$ cat config.mk
export PLATFORM = sky130hd
export DESIGN_NAME = paint_cmd_scheduler
export DESIGN_NICKNAME = d
export VERILOG_FILES = /design/src/rtl/hid_pkg.sv /design/src/rtl/cmd_fifo.sv /design/src/rtl/paint_cmd_scheduler.sv
export SDC_FILE = /design/constraint.sdc
export NUM_CORES = 1
export LEC_CHECK = 0
export BUFFER_PORTS_ARGS = -buffer_cell sky130_fd_sc_hd__clkbuf_2
export CORE_ASPECT_RATIO = 1.5
export CORE_MARGIN = 4
export CORE_UTILIZATION = 55
export DETAILED_ROUTE_END_ITERATION = 8
export GPL_TIMING_DRIVEN = 0
export PLACE_DENSITY_LB_ADDON = 0.3
export SLEW_MARGIN = 25
export SYNTH_ARGS = -nofsm -noshare
export SYNTH_HDL_FRONTEND = slang
export SYNTH_HIERARCHICAL = 1
export SYNTH_SLANG_ARGS = --single-unit
export TNS_END_PERCENT = 20
$ cat constraint.sdc
create_clock -name clk -period 3.15 [get_ports clk]
set_input_delay 0.315 -clock clk [delete_from_list [all_inputs] [get_ports clk]]
set_output_delay 0.315 -clock clk [all_outputs]
set_load 0.005 [all_outputs]
$ cat src/rtl/hid_pkg.sv
// Shared definitions for the HID command path: command codes, operand widths
// and framebuffer geometry, imported by the decoder and the paint scheduler.
package hid_pkg;

  localparam logic [2:0] CMD_NOP       = 3'd0;
  localparam logic [2:0] CMD_MOVE      = 3'd1;
  localparam logic [2:0] CMD_DRAW      = 3'd2;
  localparam logic [2:0] CMD_ERASE     = 3'd3;
  localparam logic [2:0] CMD_SET_COLOR = 3'd4;
  localparam logic [2:0] CMD_CLEAR     = 3'd5;
  localparam logic [2:0] CMD_FILL      = 3'd6;
  localparam logic [2:0] CMD_RSVD      = 3'd7;

  localparam int CMD_W     = 3;
  localparam int COORD_W   = 6;
  localparam int FB_ADDR_W = 12;
  localparam int FB_PIXELS = 4096;

  typedef struct packed {
    logic [CMD_W-1:0]   cmd;
    logic [COORD_W-1:0] x;
    logic [COORD_W-1:0] y;
  } cmd_entry_t;

  typedef enum logic [1:0] {
    ST_IDLE  = 2'd0,
    ST_WRITE = 2'd1,
    ST_FILL  = 2'd2
  } sched_state_e;

endpackage

$ cat src/rtl/cmd_fifo.sv
// Synchronous command FIFO with first-word fall-through read data.
// A push while full is still taken when a pop lands in the same cycle.
module cmd_fifo #(
  parameter int DEPTH = 4,
  parameter int WIDTH = 15
) (
  input  logic             clk,
  input  logic             rst_n,
  input  logic             push_i,
  input  logic             pop_i,
  input  logic [WIDTH-1:0] wdata_i,
  output logic [WIDTH-1:0] rdata_o,
  output logic             full_o,
  output logic             empty_o,
  output logic             drop_o
);

  localparam int PTR_W = $clog2(DEPTH);

  logic [WIDTH-1:0] mem_q [DEPTH];
  logic [PTR_W-1:0] wr_ptr_q;
  logic [PTR_W-1:0] rd_ptr_q;
  logic [PTR_W:0]   count_q;
  logic             do_push;
  logic             do_pop;

  assign full_o  = (count_q == (PTR_W + 1)'(DEPTH));
  assign empty_o = (count_q == '0);
  assign do_pop  = pop_i && !empty_o;
  assign do_push = push_i && (!full_o || do_pop);
  assign drop_o  = push_i && !do_push;
  assign rdata_o = mem_q[rd_ptr_q];

  always_ff @(posedge clk) begin
    if (do_push) mem_q[wr_ptr_q] <= wdata_i;
  end

  // Pointers wrap naturally because DEPTH is a power of two.
  always_ff @(posedge clk or negedge rst_n) begin
    if (!rst_n) begin
      wr_ptr_q <= '0;
      rd_ptr_q <= '0;
      count_q  <= '0;
    end else begin
      if (do_push) wr_ptr_q <= wr_ptr_q + 1'b1;
      if (do_pop)  rd_ptr_q <= rd_ptr_q + 1'b1;
      case ({do_push, do_pop})
        2'b10:   count_q <= count_q + 1'b1;
        2'b01:   count_q <= count_q - 1'b1;
        default: count_q <= count_q;
      endcase
    end
  end

endmodule

$ cat src/rtl/paint_cmd_scheduler.sv
// Executes queued HID commands against the framebuffer write port.
// state | meaning: IDLE pop/decode next command; WRITE single pixel until ack; FILL sweep 0..4095
module paint_cmd_scheduler
  import hid_pkg::*;
#(
  parameter int DEPTH   = 4,
  parameter int COLOR_W = 3
) (
  input  logic                 clk,
  input  logic                 reset_n,
  input  logic [CMD_W-1:0]     cmd_in,
  input  logic [COORD_W-1:0]   x_in,
  input  logic [COORD_W-1:0]   y_in,
  input  logic                 cmd_valid,
  output logic                 fb_req,
  output logic [FB_ADDR_W-1:0] fb_addr,
  output logic [COLOR_W-1:0]   fb_wdata,
  input  logic                 fb_ack,
  output logic [COORD_W-1:0]   cursor_x,
  output logic [COORD_W-1:0]   cursor_y,
  output logic [COLOR_W-1:0]   pen_color,
  output logic                 busy,
  output logic                 overflow
);

  cmd_entry_t             push_entry;
  cmd_entry_t             head;
  logic                   fifo_full;
  logic                   fifo_empty;
  logic                   fifo_drop;
  logic                   pop;
  logic                   xfer;

  sched_state_e           state_q, state_d;
  logic [FB_ADDR_W-1:0]   addr_q, addr_d;
  logic [COLOR_W-1:0]     wdata_q, wdata_d;
  logic [COLOR_W-1:0]     pen_q, pen_d;
  logic [COORD_W-1:0]     cur_x_q, cur_x_d;
  logic [COORD_W-1:0]     cur_y_q, cur_y_d;
  logic                   ovf_q;

  assign push_entry = '{cmd: cmd_in, x: x_in, y: y_in};
  assign pop        = (state_q == ST_IDLE) && !fifo_empty;
  assign xfer       = fb_req && fb_ack;

  cmd_fifo #(
    .DEPTH (DEPTH),
    .WIDTH ($bits(cmd_entry_t))
  ) u_fifo (
    .clk     (clk),
    .rst_n   (reset_n),
    .push_i  (cmd_valid),
    .pop_i   (pop),
    .wdata_i (push_entry),
    .rdata_o (head),
    .full_o  (fifo_full),
    .empty_o (fifo_empty),
    .drop_o  (fifo_drop)
  );

  // In FILL, addr_q doubles as the fill counter, so the address is the count.
  always_comb begin
    state_d = state_q;
    addr_d  = addr_q;
    wdata_d = wdata_q;
    pen_d   = pen_q;
    cur_x_d = cur_x_q;
    cur_y_d = cur_y_q;
    case (state_q)
      ST_IDLE: begin
        if (pop) begin
          case (head.cmd)
            CMD_MOVE: begin
              cur_x_d = head.x;
              cur_y_d = head.y;
            end
            CMD_SET_COLOR: pen_d = head.x[COLOR_W-1:0];
            CMD_DRAW: begin
              cur_x_d = head.x;
              cur_y_d = head.y;
              addr_d  = {head.y, head.x};
              wdata_d = pen_q;
              state_d = ST_WRITE;
            end
            CMD_ERASE: begin
              addr_d  = {head.y, head.x};
              wdata_d = '0;
              state_d = ST_WRITE;
            end
            CMD_CLEAR: begin
              addr_d  = '0;
              wdata_d = '0;
              state_d = ST_FILL;
            end
            CMD_FILL: begin
              addr_d  = '0;
              wdata_d = pen_q;
              state_d = ST_FILL;
            end
            CMD_NOP, CMD_RSVD: ;
            default: ;
          endcase
        end
      end
      ST_WRITE: begin
        if (xfer) state_d = ST_IDLE;
      end
      ST_FILL: begin
        if (xfer) begin
          addr_d = addr_q + 1'b1;
          if (addr_q == FB_ADDR_W'(FB_PIXELS - 1)) state_d = ST_IDLE;
        end
      end
      default: state_d = ST_IDLE;
    endcase
  end

  always_ff @(posedge clk or negedge reset_n) begin
    if (!reset_n) begin
      state_q <= ST_IDLE;
      addr_q  <= '0;
      wdata_q <= '0;
      pen_q   <= COLOR_W'(1);
      cur_x_q <= '0;
      cur_y_q <= '0;
      ovf_q   <= 1'b0;
    end else begin
      state_q <= state_d;
      addr_q  <= addr_d;
      wdata_q <= wdata_d;
      pen_q   <= pen_d;
      cur_x_q <= cur_x_d;
      cur_y_q <= cur_y_d;
      if (fifo_drop) ovf_q <= 1'b1;
    end
  end

  assign fb_req    = (state_q != ST_IDLE);
  assign fb_addr   = addr_q;
  assign fb_wdata  = wdata_q;
  assign cursor_x  = cur_x_q;
  assign cursor_y  = cur_y_q;
  assign pen_color = pen_q;
  assign busy      = !fifo_empty || (state_q != ST_IDLE);
  assign overflow  = ovf_q;

  logic unused_full;
  assign unused_full = fifo_full;

endmodule

**Yosys cells after proc, flatten, opt, wreduce, memory -nomap -nowiden**

Memory sizes are Yosys's and may differ from the RTL's.
Index checks and enable logic that the tools add are counted.
Widths: inputs -> output; s select.

- Magnitude comparators: 0
- Divide/modulo/power cells: 0
- Reductions and logical operators: 26
- $mul: 0
- Equality and inequality tests: 17
- Mux-type cells: 14
- Bitwise gates (word level): 0
- Shifts and indexed selects: 0
- Add/sub/neg operators: 5

Operator list:

| cell | number |
|---|---|
| $pmux 12 s2 | 2 |
| $mux 12 | 2 |
| $add 12x1->12 const B | 1 |
| $eq 12x12->1 const B | 1 |
| $eq 3x3->1 const B | 4 |
| $pmux 3 s2 | 2 |
| $reduce_or 2->1 | 5 |
| $reduce_and 3->1 | 3 |
| $mux 2 | 4 |
| $reduce_bool 2->1 | 4 |
| $eq 3x2->1 const B | 2 |
| $ne 2x2->1 const B | 3 |
| $pmux 2 s3 | 1 |
| $logic_and 1x1->1 | 5 |
| $reduce_and 5->1 | 1 |
| $add 2x1->2 const B | 2 |
| $eq 2x1->1 const B | 2 |
| $eq 2x2->1 const B | 2 |
| $pmux 2 s2 | 1 |
| $reduce_and 4->1 | 1 |
| $add 3x1->3 const B | 1 |
| $eq 3x1->1 const B | 1 |
| $logic_not 1->1 | 3 |
| $logic_not 3->1 | 1 |
| 6 further kinds | 8 |

- Bits in read-only memories: 0
- Word-level logic and storage cells: 73
- Memories: 1
- Latch bits: 0
- Register bits: 40
- RAM bits: 60
- Input bits: 19

Memory list:

| name | words | width | read ports | clocked after memory_dff | write ports | line | RTL |
|---|---|---|---|---|---|---|---|
| u_fifo.mem_q | 4 | 15 | 1 | 0 | 1 | cmd_fifo.sv:20 | `logic [WIDTH-1:0] mem_q [DEPTH];` |

**Logic depth before layout (Yosys ltp)**

Gate-level depths: netlist of run 1.

- Depth in word-level cells: 8
- Mapped depth: 11
- Mapped depth without buffers: 11

**Hierarchy**

The synthesis of run 1 kept the hierarchy.

By module, submodules not included:

| module | area an instance (um2) | cells each | times used |
|---|---|---|---|
| cmd_fifo | 2621.3 | 118 | 1 |
| paint_cmd_scheduler | 1736.7 | 169 | 1 |

**Worst setup path after synthesis of run 1**

Ideal clock, no wire load.

- Path type: register -> register
- Start point: reg u_fifo.count_q[0]
- End point: reg u_fifo.count_q[2]
- Setup time: 0.079 ns
- Setup slack: 0.693 ns
- Stages on the path, launching flop included: 12
- Period minus slack after synthesis: 2.457 ns
- Buffers on the path: 0
- Arrival time: 2.378 ns
- Cell sequence: dfrtp_1 nor3_1 nor3_4 nor4b_4 nor2b_2 inv_1 ha_1 inv_1 fa_1 xor2_1 nor2_1 xor2_1

- Word-level cells in the longest chain between the ends: 8
- Elaborated cells on any way between the ends: 14

RTL lines:

| element | line | RTL |
|---|---|---|
| start, declared | cmd_fifo.sv:23 | `logic [PTR_W:0] count_q;` |
| start signal, assigned | cmd_fifo.sv:48 | `2'b10: count_q <= count_q + 1'b1;` |
| start signal, assigned | cmd_fifo.sv:49 | `2'b01: count_q <= count_q - 1'b1;` |
| start signal, assigned | cmd_fifo.sv:50 | `default: count_q <= count_q;` |
| $logic_not 3->1 * | cmd_fifo.sv:28 | `assign empty_o = (count_q == '0);` |
| named net fifo_empty | paint_cmd_scheduler.sv:29 | `logic fifo_empty;` |
| $logic_not 1->1 * | paint_cmd_scheduler.sv:43 | `assign pop = (state_q == ST_IDLE) && !fifo_empty;` |
| $logic_and 1x1->1 * | paint_cmd_scheduler.sv:43 |  |
| named net pop | paint_cmd_scheduler.sv:31 | `logic pop;` |
| $logic_and 1x1->1 * | cmd_fifo.sv:29 | `assign do_pop = pop_i && !empty_o;` |
| $logic_or 1x1->1 | cmd_fifo.sv:30 | `assign do_push = push_i && (!full_o \|\| do_pop);` |
| $logic_and 1x1->1 | cmd_fifo.sv:30 |  |
| $eq 2x1->1 or $eq 2x2->1 (tied branches) | cmd_fifo.sv:47 | `case ({do_push, do_pop})` |
| $pmux 3 s2 or $reduce_bool 2->1 (tied branches) | - |  |

The timed path passes the listed nets; every way through them passes the cells marked *.
A chain may end at the register's enable or synchronous reset.

**Worst setup path in the final report of run 1**

Same ends and word-level chain as after synthesis.

==> results of run 1 <==
[metrics by stage]
stage | util | hold slack (ns) | instance area, sq um | std cells
final | 0.656 | 0.0954 | 5020 | 455
after CTS | 0.656 | 0.164 | 5020 | 455
after global routing | 0.656 | 0.172 | 5020 | 455
after floorplan | - | 0.0194 | 4350 | 286
after detailed placement | 0.618 | 0.461 | 4730 | 439
after global placement | 0.618 | 0.454 | 4730 | 439
[path summary, 6_finish.rpt]
check / slack, ns / cells after the start / startpoint / end
worst min register to register: 0.48 / 1 / overflow / overflow
max in group asynchronous: 2.51 / 1 / reset_n / overflow
worst max register to register: 0.28 / 11 / u_fifo/count_q[0] / u_fifo/count_q[2]
min in group clk: 0.20 / 1 / y_in[5] / u_fifo/mem_q[3][5]
worst max-delay path: 0.28 / 11 / u_fifo/count_q[0] / u_fifo/count_q[2]
worst min-delay path: 0.1 / 1 / reset_n / fb_addr[10]
[worst max-delay path, stage by stage (launching register included)]
cell and delay, ns:
dfrtp_1 0.45, nor3_1 0.57, nor3_4 0.15, nor4b_4 0.33
nor2b_2 0.13, inv_1 0.08, ha_1 0.18, inv_1 0.08
fa_1 0.38, xor2_1 0.19, nor2_1 0.07, xor2_1 0.14
[routing by layer]
metal  track usage  vias up
li1              -     1217
met1         0.223     1312
met2         0.338       66
met3        0.0352       24
met4         0.110        0
met5             0        -
[layout make-up]
| cell class | count | area (sq um) | share of cell area |
|---|---|---|---|
| tap | 102 | 128 | 0.0254 |
| timing repair buffer | 51 | 255 | 0.0508 |
| multi-input combinational | 162 | 1420 | 0.283 |
| inverter | 13 | 48.8 | 0.00971 |
| clock buffer | 15 | 285 | 0.0568 |
| buffer | 11 | 75.1 | 0.0149 |
| sequential | 100 | 2800 | 0.558 |
| clock inverter | 1 | 5.00 | 0.000996 |
[flip-flops by register name, summed over array words and instances, names as in the netlist]
register	count
u_fifo/wr_ptr_q	2
u_fifo/mem_q	60
fb_addr	12
state_q	2
overflow	1
u_fifo/rd_ptr_q	2
fb_wdata	3
u_fifo/count_q	3
cursor_x	6
pen_color	3
cursor_y	6
[power breakdown]
| part | switching (uW) | leakage [uW] | internal, uW |
|---|---|---|---|
| Combinational | 1300 | 0.000803 | 1060 |
| Sequential | 264 | 0.00102 | 1860 |
| Clock | 426 | 0.000147 | 617 |
==> metrics.yaml, run 1 <==
status:
  status: "completed"
finish:
  layout_commonest_cell: "edfxtp_1"
  final_cell_mix: "60 x edfxtp_1, 50 x clkbuf_2, 39 x dfrtp_1, 19 x nand2_1, 16 x mux2_1"
  area_growth_pct: 15.5
  drive_gt1_frac: 0.292
  final_nets: 374
  fillerInstances: 575
  antenna_cells: 0
placement:
  hpwl_um: 5740
  portBuffers: 51
  gp_congestion: 0.875
  place_ws_ns: 0.331
drt:
  drt-total-wl_um: 8270
  met3WireLength_um: 309
  drt-vias-per-instance: 5.76
  avgRoutedWirePerCell_um: 18.2
  drt_iter0_drc: 194
  first_pass_iters: 4
  drc_errors: 0
  vias: 2619
  m1WireLength_um: 3250
  routed-wl-met2_um: 4410
  ant_nets: 0
  top_layer: "met4"
floorplanning:
  start_util: 0.568
  placementRows: 39
  io-pin-count: 52
  die_w_um: 80.6
  design.die.area_sq_mm: 0.00943
  coreArea_sq_mm: 0.00766
  fp.dieH_um: 117
cts:
  post_cts_buffers: 0
  cts.sinks: 100
  clock_latency_ns: 0.33
  clk_pin_slew_ns: 0.06
  cts_tree: "done"
  clockBufferDepth: 2
  htreeDepth: 3
  ctsHoldBuffers: 0
  cts_root_buf: "clkbuf_16"
  ctsResizeCount: 0
  cts_buffers: 9
timing:
  fmax_ghz: 0.349
  setup_tns_ns: 0
  skew_ns: 0.00684
  post-route-min-period_ns: 2.87
  max_slew_margin: 0.422
  grt_setup_unrepaired: "false"
  tightest_slew_ns: 0.866
  layout_setup_ws_ns: 0.285
  setup_viol_count_final: 0
  timing_max_transition_violations_final: 0
  hold_violations: 0
  final.period_utilization: 0.910
global_route:
  grt_overflow: 0
  grt_pass1_wl_um: 13400
  grt_pass1_vias: 2639
  grt_max_degree: 41
  grt_usage: 0.194
  antenna_found_initial: 0
setup_path:
  crit_type: "reg -> reg"
  crit_fanout: 9
  critPathLaunchType: "register"
  required_ns: 3.37
  end_kind: "register"
  arrival_ns: 3.08
power_and_ir_drop:
  p_leak_uw: 0.00197
  vdd_drop_max_mv: 0.499
  p_total_uw: 5520
  p_per_area_mw_per_mm2: 1100
run:
  cap_violations: 0
min_path:
  holdCritPathClass: "in -> async"
logic_synthesis:
  synth_warnings: 6
  syn_area_per_cell_sq_um: 15.2
  syn_area_sq_mm: 0.00435
  syn_nets: 312
  postSynthCellCount: 286
Power figures use the tool's default switching activity.
==> run 2: changes to the inputs <==
--- a/config.mk
+++ b/config.mk
@@ -5,6 +5,7 @@
 export SDC_FILE = /design/constraint.sdc
 export NUM_CORES = 1
 export LEC_CHECK = 0
+export ABC_AREA = 1
 export BUFFER_PORTS_ARGS = -buffer_cell sky130_fd_sc_hd__clkbuf_2
 export CORE_ASPECT_RATIO = 1.5
 export CORE_MARGIN = 4
==> run 2 against run 1 <==
Effect of this change:
- global-route usage up 1.3 points
- largest cell class unchanged
- fmax up 23%
- routed wire length up 18%
- area after synthesis up 6.7%
- setup slack better by 0.54 ns
- via count up 29%
- final cell count up 43%
- register-to-register slack better by 0.54 ns
==> metrics.yaml, run 2 <==
status:
  status: "completed"
floorplanning:
  die_w_um: 83.0
  design.die.area_sq_mm: 0.0100
  io-pin-count: 52
  placementRows: 40
  start_util: 0.573
  fp.dieH_um: 121
  coreArea_sq_mm: 0.00811
drt:
  drc_errors: 0
  drt_iter0_drc: 244
  first_pass_iters: 5
  ant_nets: 0
  m1WireLength_um: 3850
  drt-vias-per-instance: 5.20
  vias: 3383
  met3WireLength_um: 471
  avgRoutedWirePerCell_um: 15.1
  routed-wl-met2_um: 5280
  top_layer: "met4"
  drt-total-wl_um: 9800
setup_path:
  rr_worst_depth: 8
  crit_chain: "inv_1 -> nand2_2 -> inv_1 -> nor2_4 -> inv_1 -> nand3_4 -> nand2_4 -> nor2_2"
  cp-startpoint: "u_fifo/count_q[2]"
  crit_fanout: 15
  cp_common_cell: "inv_1"
  endpoint: "u_fifo/mem_q[2][6]"
  end_kind: "register"
  r2r_slack_ns: 0.82
  reg2reg_to: "u_fifo/mem_q[2][6]"
  r2r-start: "u_fifo/count_q[2]"
  required_ns: 3.12
  crit_slowest_cell: "nor2_2"
  cpPeakStageDelay_ns: 0.68
  arrival_ns: 2.30
  crit_type: "reg -> reg"
  critPathLaunchType: "register"
timing:
  setup_viol_count_final: 0
  final.period_utilization: 0.739
  skew_ns: 0.00820
  tightest_slew_ns: 0.883
  post-route-min-period_ns: 2.33
  fmax_ghz: 0.430
  timing_max_transition_violations_final: 0
  setup_tns_ns: 0
  max_slew_margin: 0.411
  hold_violations: 0
  grt_setup_unrepaired: "false"
cts:
  cts.sinks: 100
  cts_root_buf: "clkbuf_16"
  cts_tree: "done"
  htreeDepth: 3
  clk_pin_slew_ns: 0.07
  post_cts_buffers: 0
  ctsResizeCount: 0
  clock_latency_ns: 0.34
  cts_buffers: 9
  clockBufferDepth: 2
global_route:
  antenna_found_initial: 0
  grt_overflow: 0
  grt_pass1_vias: 3426
  grt_pass1_wl_um: 16200
  grt_max_degree: 41
  grt_usage: 0.207
power_and_ir_drop:
  intPower_uw: 3420
  clkPwrFrac: 0.195
  vdd_drop_max_mv: 0.461
  swShare: 0.413
  seqPwrFrac: 0.358
  power_switching_uw: 2410
  combinationalPowerShare: 0.447
  p_per_area_mw_per_mm2: 1090
  p_leak_uw: 0.00243
placement:
  dpl_cell_area_sq_mm: 0.00504
  portBuffers: 51
  post-place-cells: 634
  hpwl_um: 6980
  gp_congestion: 0.866
finish:
  antenna_cells: 0
  largest_reg_flops: 60
  final_cell_mix: "99 x nand2_1, 61 x nor2_1, 60 x edfxtp_1, 55 x inv_1, 50 x clkbuf_2"
  regMostFlops: "u_fifo/mem_q"
  instances_no_fill: 651
  layout_commonest_cell: "nand2_1"
  drive_gt1_frac: 0.203
  final_nets: 567
  area_growth_pct: 15.5
  postLayoutCellArea_sq_mm: 0.00536
run:
  cap_violations: 0
logic_synthesis:
  postSynthCellCount: 478
  syn_area_sq_mm: 0.00464
  syn_nets: 504
  synth_warnings: 6
  syn_area_per_cell_sq_um: 9.71
min_path:
  holdCritPathClass: "in -> reg"
run 2: layer usage:
| metal | up-vias | track usage |
|---|---|---|
| met3 | 17 | 0.0429 |
| met4 | 0 | 0.0910 |
| met1 | 1571 | 0.237 |
| li1 | 1698 | - |
| met5 | - | 0 |
| met2 | 97 | 0.372 |
run 2: cell type report:
type                    count  area [sq um]
clock buffers              11           254
well taps                 105           131
inverters                  60           228
flip-flops and latches    100          2800
plain buffers              16           131
multi-input cells         302          1490
fillers                   635          2750
repair buffers             52           268
clock inverters             5          57.6
run 2: what timing repair did:
| action | 4_1_cts | 5_1_grt |
|---|---|---|
| endpoints found under the setup margin | 0 | 0 |
| hold buffers | 0 | 1 |
| endpoints found under the hold margin | 0 | 39 |
run 2: worst min-delay path by stage:
stage,from,end,cells past startpoint
CTS,reset_n,fb_wdata[2],1
global placement,overflow,overflow,1
finish,y_in[2],u_fifo/mem_q[2][2],1
detailed placement,overflow,overflow,1
floorplan,reset_n,cursor_x[0],0
global route,x_in[0],u_fifo/mem_q[0][6],1
run 2: per-stage QoR:
| step | utilization | hold WS, ns | total power, uW | worst slack, ns |
|---|---|---|---|---|
| finish | 0.661 | 0.184 | 5830 | 0.822 |
| global route | 0.661 | 0.182 | 6270 | 0.659 |
| CTS | 0.660 | 0.163 | 5860 | 0.801 |
| global placement | 0.620 | 0.450 | 4580 | 0.485 |
| floorplan | - | 0.0194 | 3910 | 1.03 |
| detailed placement | 0.621 | 0.457 | 4700 | 0.825 |
run 2: worst max-delay path: cells and delay by family, from the launching register on:
family                 cells  cell delay [ns]
buffers and inverters      3             0.28
flip-flops                 1             0.42
AND/OR/NAND/NOR            5             1.24
run 2: power by group through the flow:
stage          registers (uW)  logic, uW  clock network (uW)
2_1_floorplan            2060       1840                   0
3_3_place_gp             2090       2500                   0
3_5_place_dp             2110       2600                   0
4_1_cts                  2080       2630                1150
5_1_grt                  2140       2930                1210
6_report                 2090       2600                1140
==> run 3: changes to the inputs <==
--- a/config.mk
+++ b/config.mk
@@ -9,7 +9,7 @@
 export BUFFER_PORTS_ARGS = -buffer_cell sky130_fd_sc_hd__clkbuf_2
 export CORE_ASPECT_RATIO = 1.5
 export CORE_MARGIN = 4
-export CORE_UTILIZATION = 55
+export CORE_UTILIZATION = 53
 export DETAILED_ROUTE_END_ITERATION = 8
 export GPL_TIMING_DRIVEN = 0
 export PLACE_DENSITY_LB_ADDON = 0.3
==> constraint.sdc (replaced) <==
create_clock -name clk -period 2.1 [get_ports clk]
set_input_delay 0.21 -clock clk [delete_from_list [all_inputs] [get_ports clk]]
set_output_delay 0.21 -clock clk [all_outputs]
set_load 0.005 [all_outputs]
==> run 3 against run 2 <==
Effect of this change:
- clock power rose by 39%
- register-to-register slack got worse by 0.78 ns
- sequential share of layout area fell by 1.9 points
- setup slack got worse by 0.78 ns
- routed wire length rose by 4.7%
- cell area rose by 3.8%
- via count rose by 2.8%
- final cell count rose by 2.3%
- critical endpoint is now u_fifo/mem_q[0][10]
- largest cell class unchanged
- largest power group unchanged
==> metrics.yaml, run 3 (same netlist as run 2, synthesis figures left out) <==
finish:
  largest_reg_flops: 60
  postLayoutCellArea_sq_mm: 0.00557
  drive_gt1_frac: 0.254
  regMostFlops: "u_fifo/mem_q"
  layout_commonest_cell: "nand2_1"
  final_nets: 580
  instances_no_fill: 666
  area_growth_pct: 19.9
  antenna_cells: 0
  final_cell_mix: "95 x nand2_1, 60 x edfxtp_1, 59 x nor2_1, 51 x inv_1, 50 x clkbuf_2"
global_route:
  grt_usage: 0.203
  grt_overflow: 0
  grt_pass1_vias: 3384
  antenna_found_initial: 0
  grt_pass1_wl_um: 16200
  grt_max_degree: 41
timing:
  setup_viol_count_final: 0
  final.period_utilization: 0.979
  hold_violations: 0
  tightest_slew_ns: 0.937
  timing_max_transition_violations_final: 0
  skew_ns: 0.00640
  max_slew_margin: 0.376
  post-route-min-period_ns: 2.05
  grt_setup_unrepaired: "true"
  fmax_ghz: 0.487
cts:
  clk_pin_slew_ns: 0.06
  cts_root_buf: "clkbuf_16"
  htreeDepth: 3
  clock_latency_ns: 0.34
  cts_buffers: 9
  clockBufferDepth: 2
  cts_tree: "done"
  cts.sinks: 100
setup_path:
  end_kind: "register"
  crit_type: "reg -> reg"
  crit_fanout: 15
  crit_chain: "nor2_4 -> inv_4 -> nor2_4 -> inv_2 -> nand3_4 -> nand2_8 -> buf_4 -> nor2_4"
  cp_common_cell: "nor2_4"
  arrival_ns: 2.03
  cpPeakStageDelay_ns: 0.45
  critPathLaunchType: "register"
  crit_slowest_cell: "dfrtp_2"
  cp_top_family: "simple AND/OR/NAND/NOR gates"
  cp_num_buf_inv: 3
  required_ns: 2.08
drt:
  avgRoutedWirePerCell_um: 15.4
  drt_iter0_drc: 191
  ant_nets: 0
  first_pass_iters: 4
  vias: 3479
  drc_errors: 0
  drt-total-wl_um: 10300
  drt-vias-per-instance: 5.22
power_and_ir_drop:
  seqPwrFrac: 0.341
  power_switching_uw: 3820
  vdd_drop_max_mv: 0.767
  combinationalPowerShare: 0.487
  clkPwrFrac: 0.173
  intPower_uw: 5400
  p_per_area_mw_per_mm2: 1650
  swShare: 0.414
  p_leak_uw: 0.00250
run:
  cap_violations: 0
status:
  status: "completed"
floorplanning:
  start_util: 0.548
  io-pin-count: 52
  coreArea_sq_mm: 0.00846
  design.die.area_sq_mm: 0.0104
  placementRows: 41
  die_w_um: 84.4
  fp.dieH_um: 123
min_path:
  holdCritPathClass: "in -> async"
placement:
  dpl_cell_area_sq_mm: 0.00505
  portBuffers: 51
  gp_congestion: 0.891
  hpwl_um: 7070
  post-place-cells: 637
-- run 3: changes by cell type in the layout (fill, tap and decap cells not counted), sizes merged --
cell         change
clkbuf           +1
dlygate4sd3      -1
buf             +13
-- run 3: timing repair --
action,4_1_cts,5_1_grt
cloned,0,1
resized for setup,9,32
endpoints found under the setup margin,69,79
pin swaps,1,12
hold buffers,0,0
buffers inserted,0,12
-- run 3: worst register-to-register path, stage by stage (launching register included) --
cell	delay (ns)
dfrtp_2	0.45
nor2_4	0.17
inv_4	0.07
nor2_4	0.17
inv_2	0.06
nand3_4	0.12
nand2_8	0.09
buf_4	0.15
nor2_4	0.39
-- run 3: through the flow --
stage	total power (uW)	utilization	TNS [ns]	hold WS (ns)	worst slack, ns
2_1_floorplan	5860	-	-1.44	-0.0856	-0.0241
3_3_place_gp	6900	0.594	-34.86	0.423	-0.592
3_5_place_dp	7070	0.597	-11.61	0.433	-0.258
4_1_cts	8760	0.635	-0.848	0.0654	-0.109
5_1_grt	9920	0.658	-1.06	0.0763	-0.0417
6_report	9210	0.658	0	0.00697	0.0451
-- run 3: path summary, 6_finish.rpt --
path	start	to	slack (ns)	cells after the start
max in group asynchronous	reset_n	state_q[1]	1.45	1
min in group clk	x_in[0]	u_fifo/mem_q[3][6]	0.08	1
max reg2reg	state_q[0]	u_fifo/mem_q[0][10]	0.05	8
min reg2reg	cursor_y[2]	cursor_y[2]	0.49	2
min	reset_n	fb_wdata[0]	0.007	1
max	state_q[0]	u_fifo/mem_q[0][10]	0.05	8
-- run 3: per-layer routing --
layer  track usage  routed length (um)  up-vias
met5             0                   0        -
met1         0.233                4140     1665
met4        0.0842                 185        0
met2         0.372                5560       75
li1              -                   -     1724
met3        0.0349                 381       15
-- run 3: power by group through the flow --
stage          Clock [uW]  Combinational [uW]  Sequential, uW
2_1_floorplan           0                2760            3100
3_3_place_gp            0                3760            3140
3_5_place_dp            0                3910            3160
4_1_cts              1630                4010            3120
5_1_grt              1690                5020            3200
6_report             1590                4480            3140
-- run 3: cell type report --
cell class | count | area, sq um
Clock inverter | 5 | 51.3
Multi-Input combinational cell | 302 | 1590
Clock buffer | 11 | 233
Buffer | 16 | 153
Tap cell | 107 | 134
Fill cell | 668 | 2900
Sequential cell | 100 | 2810
Inverter | 60 | 233
Timing Repair Buffer | 65 | 365
